`src/rtl/filt_pkg.sv`:
```
// Shared constants, FSM encoding and arithmetic helpers for the multi-channel MAC filters.
package filt_pkg;

  localparam logic [1:0] S_IDLE = 2'd0;
  localparam logic [1:0] S_MAC  = 2'd1;
  localparam logic [1:0] S_OUT  = 2'd2;

  typedef struct packed {
    logic signed [63:0] value;
    logic               sat;
  } sat_res_t;

  function automatic int coeff_size(input int n, input int symm);
    return (symm != 0) ? (n + 1) / 2 : n;
  endfunction

  function automatic int acc_width(input int dw, input int cw, input int cs);
    return dw + 1 + cw + $clog2(cs);
  endfunction

  function automatic int idx_width(input int n);
    return (n > 1) ? $clog2(n) : 1;
  endfunction

  // Clip x into the signed w-bit range; w must not exceed 63.
  function automatic sat_res_t sat_to_width(input logic signed [63:0] x, input int w);
    logic signed [63:0] max_v;
    logic signed [63:0] min_v;
    sat_res_t           r;
    max_v = (64'sd1 <<< (w - 1)) - 64'sd1;
    min_v = -(64'sd1 <<< (w - 1));
    r.sat = (x > max_v) || (x < min_v);
    if (x > max_v)      r.value = max_v;
    else if (x < min_v) r.value = min_v;
    else                r.value = x;
    return r;
  endfunction

endpackage

```
`src/rtl/filt_sat_round.sv`:
```
// Combinational output stage: arithmetic shift, optional round-half-up, signed saturation.
// Rounding is built only when FILT_MAC_MC_ROUND_EN is defined.
module filt_sat_round
  import filt_pkg::*;
#(
  parameter int gp_acc_width = 25,
  parameter int gp_oup_shift = 0,
  parameter int gp_oup_width = 24
) (
  input  logic signed [gp_acc_width-1:0] i_acc,
  output logic signed [gp_oup_width-1:0] o_data,
  output logic                           o_sat
);

`ifdef FILT_MAC_MC_ROUND_EN
  localparam logic signed [63:0] c_half =
    (gp_oup_shift > 0) ? (64'sd1 <<< (gp_oup_shift - 1)) : 64'sd0;
`endif

  logic signed [63:0] acc_ext;
  logic signed [63:0] shifted;
  sat_res_t           res;
  logic [63:0]        res_unused;

  always_comb begin
    acc_ext = 64'(i_acc);
`ifdef FILT_MAC_MC_ROUND_EN
    acc_ext = acc_ext + c_half;
`endif
    shifted = acc_ext >>> gp_oup_shift;
    res     = sat_to_width(shifted, gp_oup_width);
  end

  // Upper bits of the clipped value are pure sign extension.
  assign res_unused = res.value;
  assign o_data     = res.value[gp_oup_width-1:0];
  assign o_sat      = res.sat;

endmodule

```
`src/rtl/filt_mac_mc.sv`:
```
// Multi-channel time-multiplexed serial-MAC FIR with shared runtime coefficients.
// Build option: FILT_MAC_MC_ROUND_EN enables round-half-up before the output shift.
module filt_mac_mc
  import filt_pkg::*;
#(
  parameter int gp_data_width   = 8,
  parameter int gp_coeff_width  = 12,
  parameter int gp_coeff_length = 17,
  parameter int gp_num_ch       = 2,
  parameter int gp_symm         = 1,
  parameter int gp_oup_shift    = 0,
  parameter int gp_oup_width    = 24
) (
  input  logic                                                          i_clk,
  input  logic                                                          i_rst_an,
  input  logic                                                          i_valid,
  output logic                                                          o_ready,
  input  logic [idx_width(gp_num_ch)-1:0]                               i_ch,
  input  logic signed [gp_data_width-1:0]                               i_data,
  input  logic                                                          i_coeff_we,
  input  logic [idx_width(coeff_size(gp_coeff_length, gp_symm))-1:0]   i_coeff_addr,
  input  logic signed [gp_coeff_width-1:0]                              i_coeff_data,
  output logic                                                          o_valid,
  output logic [idx_width(gp_num_ch)-1:0]                               o_ch,
  output logic signed [gp_oup_width-1:0]                                o_data,
  output logic                                                          o_sat
);

  localparam int c_coeff_size = coeff_size(gp_coeff_length, gp_symm);
  localparam int c_acc_width  = acc_width(gp_data_width, gp_coeff_width, c_coeff_size);
  localparam int c_ch_w       = idx_width(gp_num_ch);
  localparam int c_addr_w     = idx_width(c_coeff_size);
  localparam int c_tap_w      = idx_width(gp_coeff_length);
  localparam int c_a_w        = gp_data_width + 1;
  localparam int c_p_w        = c_a_w + gp_coeff_width;
  localparam logic [c_addr_w-1:0] c_last_k = c_addr_w'(c_coeff_size - 1);

  logic [1:0]                        state_q, state_d;
  logic [c_addr_w-1:0]               k_q, k_d;
  logic [c_ch_w-1:0]                 ch_q, ch_d;
  logic signed [c_acc_width-1:0]     acc_q, acc_d;
  logic signed [gp_data_width-1:0]   dl_q [gp_num_ch][gp_coeff_length];
  logic signed [gp_data_width-1:0]   dl_d [gp_num_ch][gp_coeff_length];
  logic signed [gp_coeff_width-1:0]  coeff_q [c_coeff_size];
  logic signed [gp_coeff_width-1:0]  coeff_d [c_coeff_size];
  logic                              o_valid_q, o_valid_d;
  logic [c_ch_w-1:0]                 o_ch_q, o_ch_d;
  logic signed [gp_oup_width-1:0]    o_data_q, o_data_d;
  logic                              o_sat_q, o_sat_d;

  logic [c_tap_w-1:0]                tap_k, tap_m;
  logic                              is_mid;
  logic signed [c_a_w-1:0]           a_sum;
  logic signed [c_p_w-1:0]           prod;
  logic signed [c_acc_width-1:0]     acc_sum;
  logic signed [gp_oup_width-1:0]    sat_data;
  logic                              sat_flag;
  logic                              hs;

  assign o_ready = (state_q == S_IDLE);
  assign hs      = i_valid && o_ready;

  // Datapath kept in its own process so the output stage sees acc_sum without a false loop.
  always_comb begin
    tap_k  = c_tap_w'(k_q);
    tap_m  = c_tap_w'(gp_coeff_length - 1) - tap_k;
    is_mid = (gp_coeff_length % 2 == 1) && (k_q == c_last_k);
    a_sum  = c_a_w'(dl_q[ch_q][tap_k]);
    if (gp_symm != 0 && !is_mid) a_sum = a_sum + c_a_w'(dl_q[ch_q][tap_m]);
    prod    = c_p_w'(a_sum) * c_p_w'(coeff_q[k_q]);
    acc_sum = acc_q + c_acc_width'(prod);
  end

  filt_sat_round #(
    .gp_acc_width (c_acc_width),
    .gp_oup_shift (gp_oup_shift),
    .gp_oup_width (gp_oup_width)
  ) u_sat_round (
    .i_acc  (acc_sum),
    .o_data (sat_data),
    .o_sat  (sat_flag)
  );

  always_comb begin
    // NOTE: every target gets a default first so no path through the case infers a latch.
    state_d   = state_q;
    k_d       = k_q;
    ch_d      = ch_q;
    acc_d     = acc_q;
    dl_d      = dl_q;
    coeff_d   = coeff_q;
    o_valid_d = 1'b0;
    o_ch_d    = o_ch_q;
    o_data_d  = o_data_q;
    o_sat_d   = o_sat_q;
    case (state_q)
      S_IDLE: begin
        if (hs) begin
          if (int'(i_ch) < gp_num_ch) begin
            for (int c = 0; c < gp_num_ch; c++) begin
              if (c_ch_w'(c) == i_ch) begin
                for (int t = gp_coeff_length - 1; t > 0; t--) dl_d[c][t] = dl_q[c][t-1];
                dl_d[c][0] = i_data;
              end
            end
            ch_d    = i_ch;
            acc_d   = '0;
            k_d     = '0;
            state_d = S_MAC;
          end
        end else if (i_coeff_we && int'(i_coeff_addr) < c_coeff_size) begin
          coeff_d[i_coeff_addr] = i_coeff_data;
        end
      end
      S_MAC: begin
        acc_d = acc_sum;
        k_d   = k_q + c_addr_w'(1);
        // Outputs load on the final product so o_valid lands in the OUT cycle.
        if (k_q == c_last_k) begin
          state_d   = S_OUT;
          o_valid_d = 1'b1;
          o_ch_d    = ch_q;
          o_data_d  = sat_data;
          o_sat_d   = sat_flag;
        end
      end
      S_OUT:   state_d = S_IDLE;
      default: state_d = S_IDLE;
    endcase
  end

  // NOTE: delay lines and coefficients are reset too, so an aborted run leaves no stale history.
  always_ff @(posedge i_clk or negedge i_rst_an) begin
    if (!i_rst_an) begin
      state_q   <= S_IDLE;
      k_q       <= '0;
      ch_q      <= '0;
      acc_q     <= '0;
      o_valid_q <= 1'b0;
      o_ch_q    <= '0;
      o_data_q  <= '0;
      o_sat_q   <= 1'b0;
      for (int c = 0; c < gp_num_ch; c++)
        for (int t = 0; t < gp_coeff_length; t++) dl_q[c][t] <= '0;
      for (int i = 0; i < c_coeff_size; i++) coeff_q[i] <= '0;
    end else begin
      // NOTE: non-blocking updates keep every flop sampling pre-edge values.
      state_q   <= state_d;
      k_q       <= k_d;
      ch_q      <= ch_d;
      acc_q     <= acc_d;
      o_valid_q <= o_valid_d;
      o_ch_q    <= o_ch_d;
      o_data_q  <= o_data_d;
      o_sat_q   <= o_sat_d;
      dl_q      <= dl_d;
      coeff_q   <= coeff_d;
    end
  end

  assign o_valid = o_valid_q;
  assign o_ch    = o_ch_q;
  assign o_data  = o_data_q;
  assign o_sat   = o_sat_q;

endmodule

```
`config.mk`:
```
export PLATFORM = sky130hd
export DESIGN_NAME = filt_mac_mc
export DESIGN_NICKNAME = d
export VERILOG_FILES = /design/src/rtl/filt_pkg.sv /design/src/rtl/filt_sat_round.sv /design/src/rtl/filt_mac_mc.sv
export SDC_FILE = /design/constraint.sdc
export NUM_CORES = 1
export LEC_CHECK = 0
export CAP_MARGIN = 20
export CORE_UTILIZATION = 35
export DETAILED_ROUTE_END_ITERATION = 16
export PLACE_DENSITY = 0.53
export SLEW_MARGIN = 10
export SYNTH_ARGS = -nofsm -noshare
export SYNTH_HDL_FRONTEND = slang
export SYNTH_HIERARCHICAL = 1
export SYNTH_SLANG_ARGS = --single-unit
```
`constraint.sdc`:
```
create_clock -name i_clk -period 13.95 [get_ports i_clk]
set_clock_uncertainty 0.05 [all_clocks]
set_input_delay 2.79 -clock i_clk [delete_from_list [all_inputs] [get_ports i_clk]]
set_output_delay 2.79 -clock i_clk [all_outputs]
set_load 0.005 [all_outputs]
```
==> flow_summary_export.csv, run 1 <==
group,metric,value,unit
status,outcome,"finished clean",
timing,hold_viol_final,0,
setup_path,crit_slowest_cell,"dfrtp_4",
clocking,cts_buffer_depth,3,
clocking,cts_tree,"yes",
drt,drtIter0Drc,864,
hold_path,hold_class,"reg2reg",
grt,grt_pass1_vias,17800,
cells_and_area,drive_above_1_share,0.333,
logic_synthesis,synth_nets,2256,
floorplan,die-area,77100,µm²
logic_synthesis,synth.largest_area_cell,"dfrtp_1",
floorplan,fp.dieH,278,µm
logic_synthesis,synthTopCellsByArea,"dfrtp_1, mux2_2, mux4_2",
logic_synthesis,synth_area,26600,µm²
hold_path,hold_start,"dl_q[17]",
grt,grt_pass1_wl,101000,µm
clocking,htree_num_levels,2,
cells_and_area,regArea,11000,µm²
logic_synthesis,synth.avg_cell_area,13.1,µm²
drt,firstDrtPassIters,5,
job,cap_viol_max_count,0,
timing,setup_viol,0,
placement,port_buffers,56,
logic_synthesis,yosys_most_used_dff,"dfrtp_1",
floorplan,start_util,0.356,
drt,vias,16200,
drt,highest_layer,"met4",
logic_synthesis,ys_types,62,
clocking,ctsResizeCount,0,
drt,dr_wl_met2,30700,µm
floorplan,rows,100,
setup_path,critical-path-max-stage-delay,920,ps
clocking,cts_buffers,52,
drt,via_per_inst,5.25,
logic_synthesis,synth_edf_count,0,
cells_and_area,syn_to_final_growth,12.8,%
setup_path,critical_path_buf_inv_count,7,
setup_path,endpoint_kind,"flop",
logic_synthesis,yosysSeqAreaShare,0.413,
placement,hpwl,41100,µm
grt,grt_max_degree,109,
setup_path,crit_required,14390,ps
clocking,cts_setup_buffers,0,
clocking,cts-root-buf,"clkbuf_16",
drt,wl_met1,26300,µm
setup_path,rr_startpoint,"k_q[0]",
logic_synthesis,synth.most_common_cell,"dfrtp_1",
cells_and_area,multiInputGateArea,14400,µm²
logic_synthesis,yosysWarnings,6,
logic_synthesis,syn_inst,2035,
floorplan,core-area,74800,µm²
floorplan,fp.dieW,278,µm
grt,grt_overflow,0,
cells_and_area,n_fill_cell,6997,
placement,gp_congestion,0.821,
setup_path,critical-path-top-delay-family,"adder cells",
setup_path,critPathMaxFanout,50,
logic_synthesis,ys_ff_latch,439,
grt,track_usage,0.164,
timing,fin_crit_sh,0.802,
drt,drtAntennaViolNets,0,
clocking,hold_buffers,0,
drt,drc_errors,0,
timing,rsz0062_at_grt,"no",
setup_path,cp-startpoint,"k_q[0]",
logic_synthesis,synth_top_area_share,0.413,
clocking,clk_pin_slew,60,ps
setup_path,arrival,11630,ps
timing,drv_slew,0,
timing,post-route-min-period,11180,ps
floorplan,ios,57,
timing,fin_tns_setup,0,ps
setup_path,cpMostUsedCell,"fa_1",
drt,wire_per_inst,19.7,µm
timing,slew_headroom,0.298,
logic_synthesis,synthArstFlopShare,1.00,
clocking,clock_latency,630,ps
clocking,cts_num_sinks,439,
drt,wl_met3,1840,µm
drt,wirelength,60500,µm
cells_and_area,fin_nets,2283,
setup_path,crit_type,"reg2reg",
timing,worst_slew_pin_slew,1050,ps
setup_path,startpoint_type,"flop",
logic_synthesis,synth.top_cells.by_count,"dfrtp_1, mux2_2, inv_1, mux4_2, fa_1",
grt,antenna_found_initial,1,
setup_path,r2r_setup_slack,2770,ps
timing,fmax,89.4,MHz
[path summary, 6_finish.rpt]
| check | cells after the start | end |
|---|---|---|
| max in group asynchronous | 4 | dl_q[77] |
| max | 32 | o_sat |
| min in group asynchronous | 1 | coeff_q[48] |
| min reg2reg | 1 | dl_q[9] |
| min | 1 | dl_q[9] |
| max reg2reg | 32 | o_sat |
[per-layer routing]
metal	track usage	vias to the layer above
met5	0	-
met4	0.0513	0
met3	0.0215	95
met2	0.281	250
met1	0.214	8512
li1	-	7304
[placed cells by master (no fill, tap or decap), types with 29 or more instances in the layout]
cell	instances
clkdlybuf4s50_1	55
buf_4	35
dfrtp_1	436
mux2i_1	29
mux2_2	411
mux4_2	131
nor2_1	87
a21oi_1	44
clkbuf_16	52
ha_1	71
o21ai_0	47
fa_1	120
inv_1	170
nand2_1	108
[registers in the layout, summed over array words and instances (netlist names)]
name / count
coeff_q: 108
dl_q: 272
ch_q: 1
acc_q: 25
o_valid: 1
k_q: 4
o_data: 24
o_ch: 1
state_q: 2
o_sat: 1
[worst register-to-register path, delay by kind of cell (launching register included)]
family                   cells  cell delay (ps)
AO/OA/AOI/OAI                9             2390
XOR/XNOR                     2              290
adder cells (fa/ha/maj)      8             4180
buffers and inverters        7             1410
flip-flops                   1              920
multiplexers                 3             1120
AND/OR/NAND/NOR              3              730
[cell families after synthesis]
kind of cell | after synthesis | synth area share
AOI/OAI and AO/OA | 201 | 0.0491
xor gates and xnor gates | 29 | 0.00954
adders and majority gates | 192 | 0.124
buffers and inverters | 291 | 0.0475
DFF | 439 | 0.413
muxes | 580 | 0.305
and+or+nand+nor | 303 | 0.0523
[through the flow]
stage          hold WS (ps)  utilization  std cells  setup slack [ps]  cell area (µm²)
5_1_grt                 466        0.401       3075              2010            30000
6_report                447        0.401       3076              2770            30000
2_1_floorplan           422            -       2035              3960            26600
4_1_cts                 446        0.401       3073              2270            30000
3_5_place_dp            440        0.375       2975              2290            28100
3_3_place_gp            432        0.375       2974              2440            28100
[cell type report]
type | instances | share of cell area
Antenna cell | 1 | 0.0000833
Clock buffer | 68 | 0.0487
Clock inverter | 30 | 0.0149
Inverter | 172 | 0.0215
Multi-Input combinational cell | 1305 | 0.480
Sequential cell | 439 | 0.366
Tap cell | 969 | 0.0404
Timing Repair Buffer | 92 | 0.0280
Power of run 1 is not shown: default switching activity piles up to over one toggle a cycle in this logic, so the estimate is an artifact.
==> run 2: changes to the inputs <==
- PLACE_DENSITY: 0.53 -> 0.55
- clock period: 13.95 -> 10.1 ns (I/O delays scaled with it)
==> run 2 against run 1 <==
Net effect: cell count increased by 0.68%; critical path depth unchanged; via count increased by 2.2%; non-clock buffer count increased by 29; design area increased by 1.2%; register-to-register slack got worse by 2300 ps; count of clock-buffer cells in the layout increased by 5; first-iteration DRC count increased by 22%; fmax increased by 16%; die area unchanged; core utilization increased by 0.49 points; sequential share of layout area decreased by 0.44 points; highest routed layer unchanged.
==> flow_summary_export.csv, run 2 (same netlist as run 1, synthesis figures left out) <==
group,metric,value,unit
status,outcome,"finished clean",
cells_and_area,syn_to_final_growth,14.2,%
timing,fmax,104,MHz
floorplan,rows,100,
setup_path,cpMostUsedCell,"fa_1",
floorplan,fp.dieW,278,µm
clocking,hold_buffers,0,
setup_path,critPathMaxFanout,47,
grt,grt_max_degree,86,
timing,setup_viol,0,
drt,drtIter0Drc,1051,
setup_path,crit_slowest_cell,"mux4_1",
floorplan,core-area,74800,µm²
drt,wire_per_inst,19.6,µm
clocking,cts_buffers,50,
drt,wirelength,60800,µm
hold_path,hold_class,"reg2reg",
floorplan,fp.dieH,278,µm
setup_path,critical-path-top-delay-family,"adder cells",
timing,post-route-min-period,9600,ps
setup_path,crit_type,"reg2reg",
setup_path,crit_required,10540,ps
clocking,cts_buffer_depth,3,
clocking,clock_latency,610,ps
clocking,clk_pin_slew,60,ps
grt,antenna_found_initial,0,
timing,drv_slew,0,
clocking,cts-root-buf,"clkbuf_16",
drt,drtAntennaViolNets,0,
setup_path,critical-path-max-stage-delay,580,ps
cells_and_area,drive_above_1_share,0.342,
timing,hold_viol_final,0,
setup_path,critical_path_buf_inv_count,6,
timing,worst_slew_pin_slew,1170,ps
timing,fin_hold_ws,448,ps
clocking,cts_tree,"yes",
placement,pre_cts_ws,-198,ps
timing,fin_crit_sh,0.951,
drt,vias,16500,
floorplan,ios,57,
cells_and_area,top_register,"dl_q",
grt,track_usage,0.162,
clocking,htree_num_levels,2,
cells_and_area,layout_common_cells,"dfrtp_1, mux2_2, inv_1, mux4_2, fa_1",
placement,gp_congestion,0.839,
setup_path,startpoint_type,"flop",
drt,drc_errors,0,
placement,hpwl,41200,µm
cells_and_area,antenna_cells,0,
job,cap_viol_max_count,0,
floorplan,start_util,0.356,
placement,port_buffers,56,
grt,grt_pass1_vias,17800,
grt,grt_pass1_wl,99600,µm
timing,slew_headroom,0.214,
drt,via_per_inst,5.34,
floorplan,die-area,77100,µm²
grt,grt_overflow,0,
cells_and_area,fin_nets,2311,
cells_and_area,largest_register_ffs,272,
drt,firstDrtPassIters,5,
cells_and_area,final_common_cell,"dfrtp_1",
timing,timing.final.ws_setup,499,ps
setup_path,endpoint_kind,"flop",
cells_and_area,largest_registers,"dl_q x272, coeff_q x108, acc_q x25",
setup_path,arrival,10040,ps
clocking,cts_num_sinks,439,
## run 2: cell count changes in the layout (fill, tap and decap cells not counted), moves of 2 or more
cell / change
buf_12: +2
buf_16: +4
buf_4: +18
buf_6: +3
clkbuf_1: +2
clkbuf_16: -2
clkbuf_8: +6
clkinv_2: -7
clkinvlp_4: -5
xnor2_2: -2
xnor2_4: +3
## run 2: routing by layer
layer  GRT usage  part of all wire
met1       0.211              0.44
met2       0.279              0.50
met5           0                 0
met4      0.0452             0.023
met3      0.0231             0.036
## run 2: layout make-up
class	instances	area, µm²
repair buffers	121	1190
well taps	969	1210
fillers	6932	44400
clock inverters	17	345
clock buffers	73	1490
multi-input cells	1306	14500
inverters	172	646
flip-flops and latches	439	11000
## run 2: final timing paths
check                               to  startpoint  slack, ps  depth (start not counted)
max                          o_data[6]        ch_q        500                         32
min                          dl_q[140]   dl_q[148]        450                          1
max reg2reg                  o_data[6]        ch_q        500                         32
min reg2reg                  dl_q[140]   dl_q[148]        450                          1
max in group asynchronous    dl_q[162]    i_rst_an       6590                          3
min in group asynchronous  coeff_q[98]    i_rst_an       1340                          1
## run 2: timing repair
item                                    CTS  global route
endpoints found under the setup margin   24            25
pin swaps                                 0             3
resized for setup                         1            20
hold endpoints to repair                  0             0
cloned                                    0             1
buffers inserted                          0             8
## run 2: through the flow
step,instances,util,area [µm²],setup TNS (ps)
3_3_place_gp,2995,0.378,28300,-679
4_1_cts,3085,0.403,30100,0
3_5_place_dp,2995,0.378,28300,-2810
2_1_floorplan,2035,-,26600,0
6_report,3097,0.406,30400,0
5_1_grt,3097,0.406,30400,-3.71
Power of run 2 is left out for the same reason.
